## config.mk

```make
export PLATFORM = sky130hd
export DESIGN_NAME = i3c_daa_multi_slave
export DESIGN_NICKNAME = d
export VERILOG_FILES = /design/src/rtl/i3c_daa_multi_slave_pkg.sv /design/src/rtl/i3c_daa_multi_slave_arb_mask.sv /design/src/rtl/i3c_daa_multi_slave.sv
export SDC_FILE = /design/constraint.sdc
export NUM_CORES = 1
export LEC_CHECK = 0
export ABC_AREA = 0
export CORE_MARGIN = 4
export CORE_UTILIZATION = 40
export DETAILED_ROUTE_END_ITERATION = 16
export PLACE_DENSITY = 0.82
export RECOVER_POWER = 50
export SLEW_MARGIN = 20
export SYNTH_ARGS = -nofsm -noshare
export SYNTH_HDL_FRONTEND = slang
export SYNTH_SLANG_ARGS = --single-unit
```

## constraint.sdc

```tcl
create_clock -name clk_SCL -period 3.4 [get_ports clk_SCL]
set_input_delay 0.68 -clock clk_SCL [delete_from_list [all_inputs] [get_ports clk_SCL]]
set_output_delay 0.68 -clock clk_SCL [all_outputs]
set_load 0.1 [all_outputs]
```

## src/rtl/i3c_daa_multi_slave_pkg.sv

```systemverilog
// Shared types and bit-position constants for the multi-identity ENTDAA target engine.
package i3c_daa_pkg;

  typedef enum logic [2:0] {IDLE, ARB, DA, ACK, LOST, DONE} daa_state_t;

  localparam logic [6:0] ID_LAST  = 7'd63;
  localparam logic [6:0] DA_FIRST = 7'd64;
  localparam logic [6:0] PAR_BIT  = 7'd71;
  localparam logic [6:0] ACK_BIT  = 7'd72;

  // Odd parity over the 7-bit dynamic address (parity bit makes total ones odd).
  function automatic logic odd_parity(input logic [6:0] addr);
    return ~^addr;
  endfunction

endpackage

```

## src/rtl/i3c_daa_multi_slave_arb_mask.sv

```systemverilog
// Open-drain arbitration step: surviving-candidate mask, pull-low request and
// lowest-index priority encoder over the survivors.
module i3c_daa_arb_mask #(
  parameter int N_TGT = 2,
  parameter int IDX_W = 3
) (
  input  logic [N_TGT-1:0] cand,
  input  logic [N_TGT-1:0] idbit,
  input  logic             sda_in,
  output logic [N_TGT-1:0] cand_next,
  output logic             drv_low,
  output logic [IDX_W-1:0] low_idx,
  output logic             multi
);

  assign drv_low   = |(cand & ~idbit);
  assign cand_next = cand & ~(idbit ^ {N_TGT{sda_in}});
  // More than one bit set: clearing the lowest set bit leaves something behind.
  assign multi     = |(cand_next & (cand_next - N_TGT'(1)));

  always_comb begin
    low_idx = '0;
    for (int i = N_TGT - 1; i >= 0; i--) begin
      if (cand_next[i]) low_idx = IDX_W'(i);
    end
  end

endmodule

```

## src/rtl/i3c_daa_multi_slave.sv

```systemverilog
// ENTDAA target engine hosting N_TGT identities on one SDA/SCL pair, with direct sets and RSTDAA.
// Optional macro I3C_DAA_PARITY_CHK_EN: NACK and skip the commit when the address parity is wrong.
module i3c_daa_multi_slave
  import i3c_daa_pkg::*;
#(
  parameter int               N_TGT   = 2,
  parameter int               IDX_W   = 3,
  parameter logic [N_TGT-1:0] TGT_ENA = {N_TGT{1'b1}}
) (
  input  logic                 clk_SCL,
  input  logic                 RSTn,
  input  logic                 daa_active,
  input  logic                 sda_in,
  input  logic [N_TGT*64-1:0]  id_flat,
  input  logic                 set_da,
  input  logic [IDX_W-1:0]     set_idx,
  input  logic [6:0]           set_addr,
  input  logic                 rstdaa,
  output logic                 sda_drv_low,
  output logic [N_TGT*8-1:0]   dyn_addr,
  output logic                 da_chg,
  output logic [IDX_W-1:0]     da_chg_idx,
  output logic [IDX_W-1:0]     win_idx,
  output logic                 id_collision,
  output logic                 all_assigned
);

  daa_state_t       state_reg;
  logic [6:0]       cnt_reg;
  logic [6:0]       addr_reg;
  logic             par_reg;
  logic [N_TGT-1:0] cand_reg;
  logic [N_TGT-1:0] valid_reg;
  logic [6:0]       da_reg [N_TGT];
  logic [IDX_W-1:0] win_reg;
  logic [IDX_W-1:0] chg_idx_reg;
  logic             da_chg_reg;
  logic             coll_reg;

  logic [N_TGT-1:0] idbit;
  logic [N_TGT-1:0] cand_next;
  logic [IDX_W-1:0] low_idx;
  logic             multi;
  logic             arb_drv;
  logic             par_ok;
  logic             set_ok;
  logic             commit;

  generate
    for (genvar gi = 0; gi < N_TGT; gi++) begin : g_tgt
      logic [63:0] id_w;
      assign id_w                = id_flat[64*gi +: 64];
      assign idbit[gi]           = id_w[~cnt_reg[5:0]];
      assign dyn_addr[8*gi +: 8] = {da_reg[gi], valid_reg[gi]};
    end
  endgenerate

  i3c_daa_arb_mask #(.N_TGT(N_TGT), .IDX_W(IDX_W)) u_arb (
    .cand      (cand_reg),
    .idbit     (idbit),
    .sda_in    (sda_in),
    .cand_next (cand_next),
    .drv_low   (arb_drv),
    .low_idx   (low_idx),
    .multi     (multi)
  );

`ifdef I3C_DAA_PARITY_CHK_EN
  assign par_ok = (par_reg == odd_parity(addr_reg));
`else
  // Parity is captured but never disqualifies the address: always ACK.
  assign par_ok = par_reg | ~par_reg;
`endif

  assign set_ok = set_da && (int'(set_idx) < N_TGT);
  assign commit = (state_reg == ACK) && daa_active && par_ok && (cnt_reg == ACK_BIT);

  always_comb begin
    sda_drv_low = 1'b0;
    case (state_reg)
      ARB:     sda_drv_low = arb_drv;
      ACK:     sda_drv_low = par_ok;
      default: sda_drv_low = 1'b0;
    endcase
  end

  always_ff @(posedge clk_SCL or negedge RSTn) begin
    if (!RSTn) begin
      state_reg   <= IDLE;
      cnt_reg     <= '0;
      addr_reg    <= '0;
      par_reg     <= 1'b0;
      cand_reg    <= '0;
      valid_reg   <= '0;
      win_reg     <= '0;
      chg_idx_reg <= '0;
      da_chg_reg  <= 1'b0;
      coll_reg    <= 1'b0;
      for (int i = 0; i < N_TGT; i++) da_reg[i] <= '0;
    end else begin
      da_chg_reg <= 1'b0;

      if (!daa_active) begin
        state_reg <= IDLE;
        cand_reg  <= '0;
        cnt_reg   <= '0;
      end else begin
        case (state_reg)
          IDLE: begin
            cnt_reg   <= '0;
            cand_reg  <= TGT_ENA & ~valid_reg;
            state_reg <= ((TGT_ENA & ~valid_reg) == '0) ? LOST : ARB;
          end
          ARB: begin
            cand_reg <= cand_next;
            cnt_reg  <= cnt_reg + 7'd1;
            if (cand_next == '0) begin
              state_reg <= LOST;
            end else if (cnt_reg == ID_LAST) begin
              win_reg   <= low_idx;
              if (multi) coll_reg <= 1'b1;
              state_reg <= DA;
            end
          end
          DA: begin
            cnt_reg <= cnt_reg + 7'd1;
            if (cnt_reg == PAR_BIT) begin
              par_reg   <= sda_in;
              state_reg <= ACK;
            end else if (cnt_reg >= DA_FIRST) begin
              addr_reg <= {addr_reg[5:0], sda_in};
            end
          end
          ACK:     state_reg <= DONE;
          default: state_reg <= state_reg;
        endcase
      end

      // Address table updates: rstdaa beats set_da beats the round's own commit.
      if (rstdaa) begin
        valid_reg   <= '0;
        da_chg_reg  <= 1'b1;
        chg_idx_reg <= '1;
      end else if (set_ok) begin
        for (int i = 0; i < N_TGT; i++) begin
          if (set_idx == IDX_W'(i)) begin
            da_reg[i]    <= set_addr;
            valid_reg[i] <= 1'b1;
          end
        end
        da_chg_reg  <= 1'b1;
        chg_idx_reg <= set_idx;
      end else if (commit) begin
        for (int i = 0; i < N_TGT; i++) begin
          if (win_reg == IDX_W'(i)) begin
            da_reg[i]    <= addr_reg;
            valid_reg[i] <= 1'b1;
          end
        end
        da_chg_reg  <= 1'b1;
        chg_idx_reg <= win_reg;
      end
    end
  end

  assign da_chg       = da_chg_reg;
  assign da_chg_idx   = chg_idx_reg;
  assign win_idx      = win_reg;
  assign id_collision = coll_reg;
  assign all_assigned = &(valid_reg | ~TGT_ENA);

endmodule
```

==> results.cfg <==
[setup_path]
path_cells = clkdlybuf4s50_1, mux4_2, mux2_4, a221o_1, a22oi_2, a221oi_4, nor2_4, buf_12
criticalPathCategory = input port to output pin
cp_slowest_cell = mux4_2
cp-start-kind = input port
cp.arrival_ns = 2.86
crit_path_max_incr_delay_ns = 0.45
worstPathRequired_ns = 2.72
critPathMaxFanout = 2
crit_path_end_kind = output pin

[logic_synthesis]
syn_area_mm2 = 0.00313
post-synth-top-area-fraction_pct = 32.8
synth_cells = 271
synthDistinctLibCells = 50
yosys_warnings = 0
synth_top_cell_by_area = dfrtp_1
yosys.cell_count.top_type = dfrtp_1
seq_area_frac_synth_pct = 32.8
synthFlopType = dfrtp_1
synth_area_per_cell_um2 = 11.5
synth_commonest_cells = dfrtp_1 (41), nor2_1 (35), a21oi_1 (22)
async_reset_ff_share_pct = 100
synth_edf_count = 0
ys_top_cells_by_area = dfrtp_1 (33%), mux4_1 (13%), mux4_2 (12%)
synth-seq-cells = 41

[run_status]
status = complete, but fails checks
violations = max-capacitance violations, max-slew violations, negative setup slack

[clocking]
clk_latency_ns = 0.29
cts_tree = done
cts_hold_buf = 0
htree_levels = 2
clock_path_buffers = 2
ctsRootBufferMaster = clkbuf_8
cts.clk_slew.worst_paths_ns = 0.08
numCtsBuffers = 5
clock_sinks = 41

[grt]
grt_pass1_wl_um = 15800
grt_pass1_vias = 3104
grt_max_degree = 42
gr-usage-all-layers_pct = 22.3
grt_overflow = 0
grt_antenna_before_repair = 0

[detailed_routing]
wl_um = 10300
remaining_drc_errors = 0
routed-via-count = 2966
viasPerCell = 5.45
ant_nets = 0
drt_iter0_drc = 216
first_pass_iters = 4
avgRoutedWirePerCell_um = 19.0

[timing]
rsz0062_at_grt = true
maxSlewHeadroom_pct = -40.5
finalSetupViolations = 1
clock_skew_ns = 0.00394
drv_slew = 42
period_share_pct = 104
max_freq_ghz = 0.283
fin_setup_tns_ns = -0.136
hold_viol_final = 0
setup_ws_ns = -0.136
tightest_slew_ns = 2.11
finalCriticalPeriod_ns = 3.54

[die]
start_util_pct = 42.2
fp.dieH_um = 96.5
core.rowCount = 31
die_x_um = 96.5
core-area_mm2 = 0.00741
ios = 170
die-area_mm2 = 0.00930

[cells_and_area]
layout-drive-gt1-share_pct = 22.0
final_net_count = 590
diodes = 0
largest_reg_flops = 14
syn2layout_area_growth_pct = 57.5

[worst_hold_path]
holdCritPathClass = flop to flop

[placed_design]
pre_cts_slack_ns = -0.259
port_buffers = 167
dpl.hpwl_um = 8250
gp_congestion = 0.849

[power_and_ir_drop]
p_per_area_mw_per_mm2 = 391
peakVddDrop_uv = 205
p_leak_nw = 2.11

[run]
cap_violations = 1
==> worst paths after layout <==
check	start	end	slack (ns)	depth (start not counted)
hold reg to reg	da_chg_idx[1]$_DFFE_PN0P_	da_chg_idx[1]$_DFFE_PN0P_	0.48	2
setup reg to reg	cnt_reg[1]$_DFFE_PN0P_	state_reg[2]$_DFFE_PN0P_	0.29	12
hold / removal	da_chg_idx[1]$_DFFE_PN0P_	da_chg_idx[1]$_DFFE_PN0P_	0.48	2
max in group asynchronous	RSTn	cnt_reg[0]$_DFFE_PN0P_	1.06	1
setup / recovery	id_flat[36]	sda_drv_low	-0.14	8
min in group asynchronous	RSTn	dyn_addr[4]$_DFFE_PN0P_	0.99	1
==> critical path, delay by kind of cell <==
| family | cells | cell delay (ns) |
|---|---|---|
| mux | 2 | 0.73 |
| simple gates | 1 | 0.15 |
| buf+inv | 2 | 0.57 |
| compound gates | 3 | 0.71 |
==> per-layer routing <==
layer	wire length, µm	GRT usage [%]	share of wire [%]	vias up
met3	635	4.34	6.1	12
met4	138	4.32	1.3	0
met5	0	0	0	-
li1	-	-	-	1382
met2	5740	41.6	56	116
met1	3820	26.6	37	1456
==> metrics by stage <==
stage               instances  utilization, %  hold WS, ns  total power, mW  instance area, µm²
finish                    544            66.5        0.480             1.92                4930
detailed placement        532            65.9        0.452             1.47                4880
floorplan                 272               -        0.384             1.15                3140
global route              544            66.5        0.508             2.01                4930
CTS                       542            66.6        0.483             1.94                4930
global placement          532            65.9        0.455             1.46                4880
==> placed cells by master (no fill, tap or decap), drive strengths merged, types with 2 or more instances in the layout <==
cell           instances
dlygate4sd2           78
clkdlybuf4s50         69
dfrtp                 41
nor2                  36
mux4                  32
buf                   27
a21oi                 22
clkbuf                17
mux2                  17
mux2i                 16
nand2                 14
o21ai                  7
inv                    6
nand3                  6
nor3                   4
o221a                  4
nor3b                  4
a31oi                  3
a21o                   3
a22oi                  3
nand2b                 2
or3b                   2
nand3b                 2
o22ai                  2
a211oi                 2
o221ai                 2
or2b                   2
maj3                   2
ha                     2
conb                   2
bufinv                 2
a221o                  2
a221oi                 2
==> repair_timing <==
action	CTS	global route
resized for setup	105	1
cloned	0	1
buffers inserted	2	1
setup endpoints to repair	1	1
hold endpoints to repair	0	0
pin swaps	6	1
==> final cells by class <==
type / count / area, µm²
fillers: 628 / 2480
multi-input cells: 203 / 1940
repair buffers: 187 / 1680
flip-flops and latches: 41 / 1030
well taps: 99 / 124
clock buffers: 5 / 68.8
clock inverters: 3 / 65.1
inverters: 6 / 22.5
==> logic make-up after synthesis <==
logic type                 after synthesis  synth area share (%)
and+or+nand+nor                         77                  11.6
other                                    1                 0.120
AOI/OAI and AO/OA                       54                  11.9
xor gates and xnor gates                 1                 0.280
DFF                                     41                  32.8
muxes                                   65                  36.2
buffers and inverters                   28                  5.68
adders and majority gates                4                  1.44
==> power breakdown <==
group | switching [mW] | leakage [nW] | internal [mW]
registers | 0.0720 | 0.528 | 0.535
clock network | 0.172 | 0.0681 | 0.292
logic | 0.484 | 1.51 | 0.370
total | 0.728 | 2.11 | 1.20
Power figures use the tool's default switching activity.
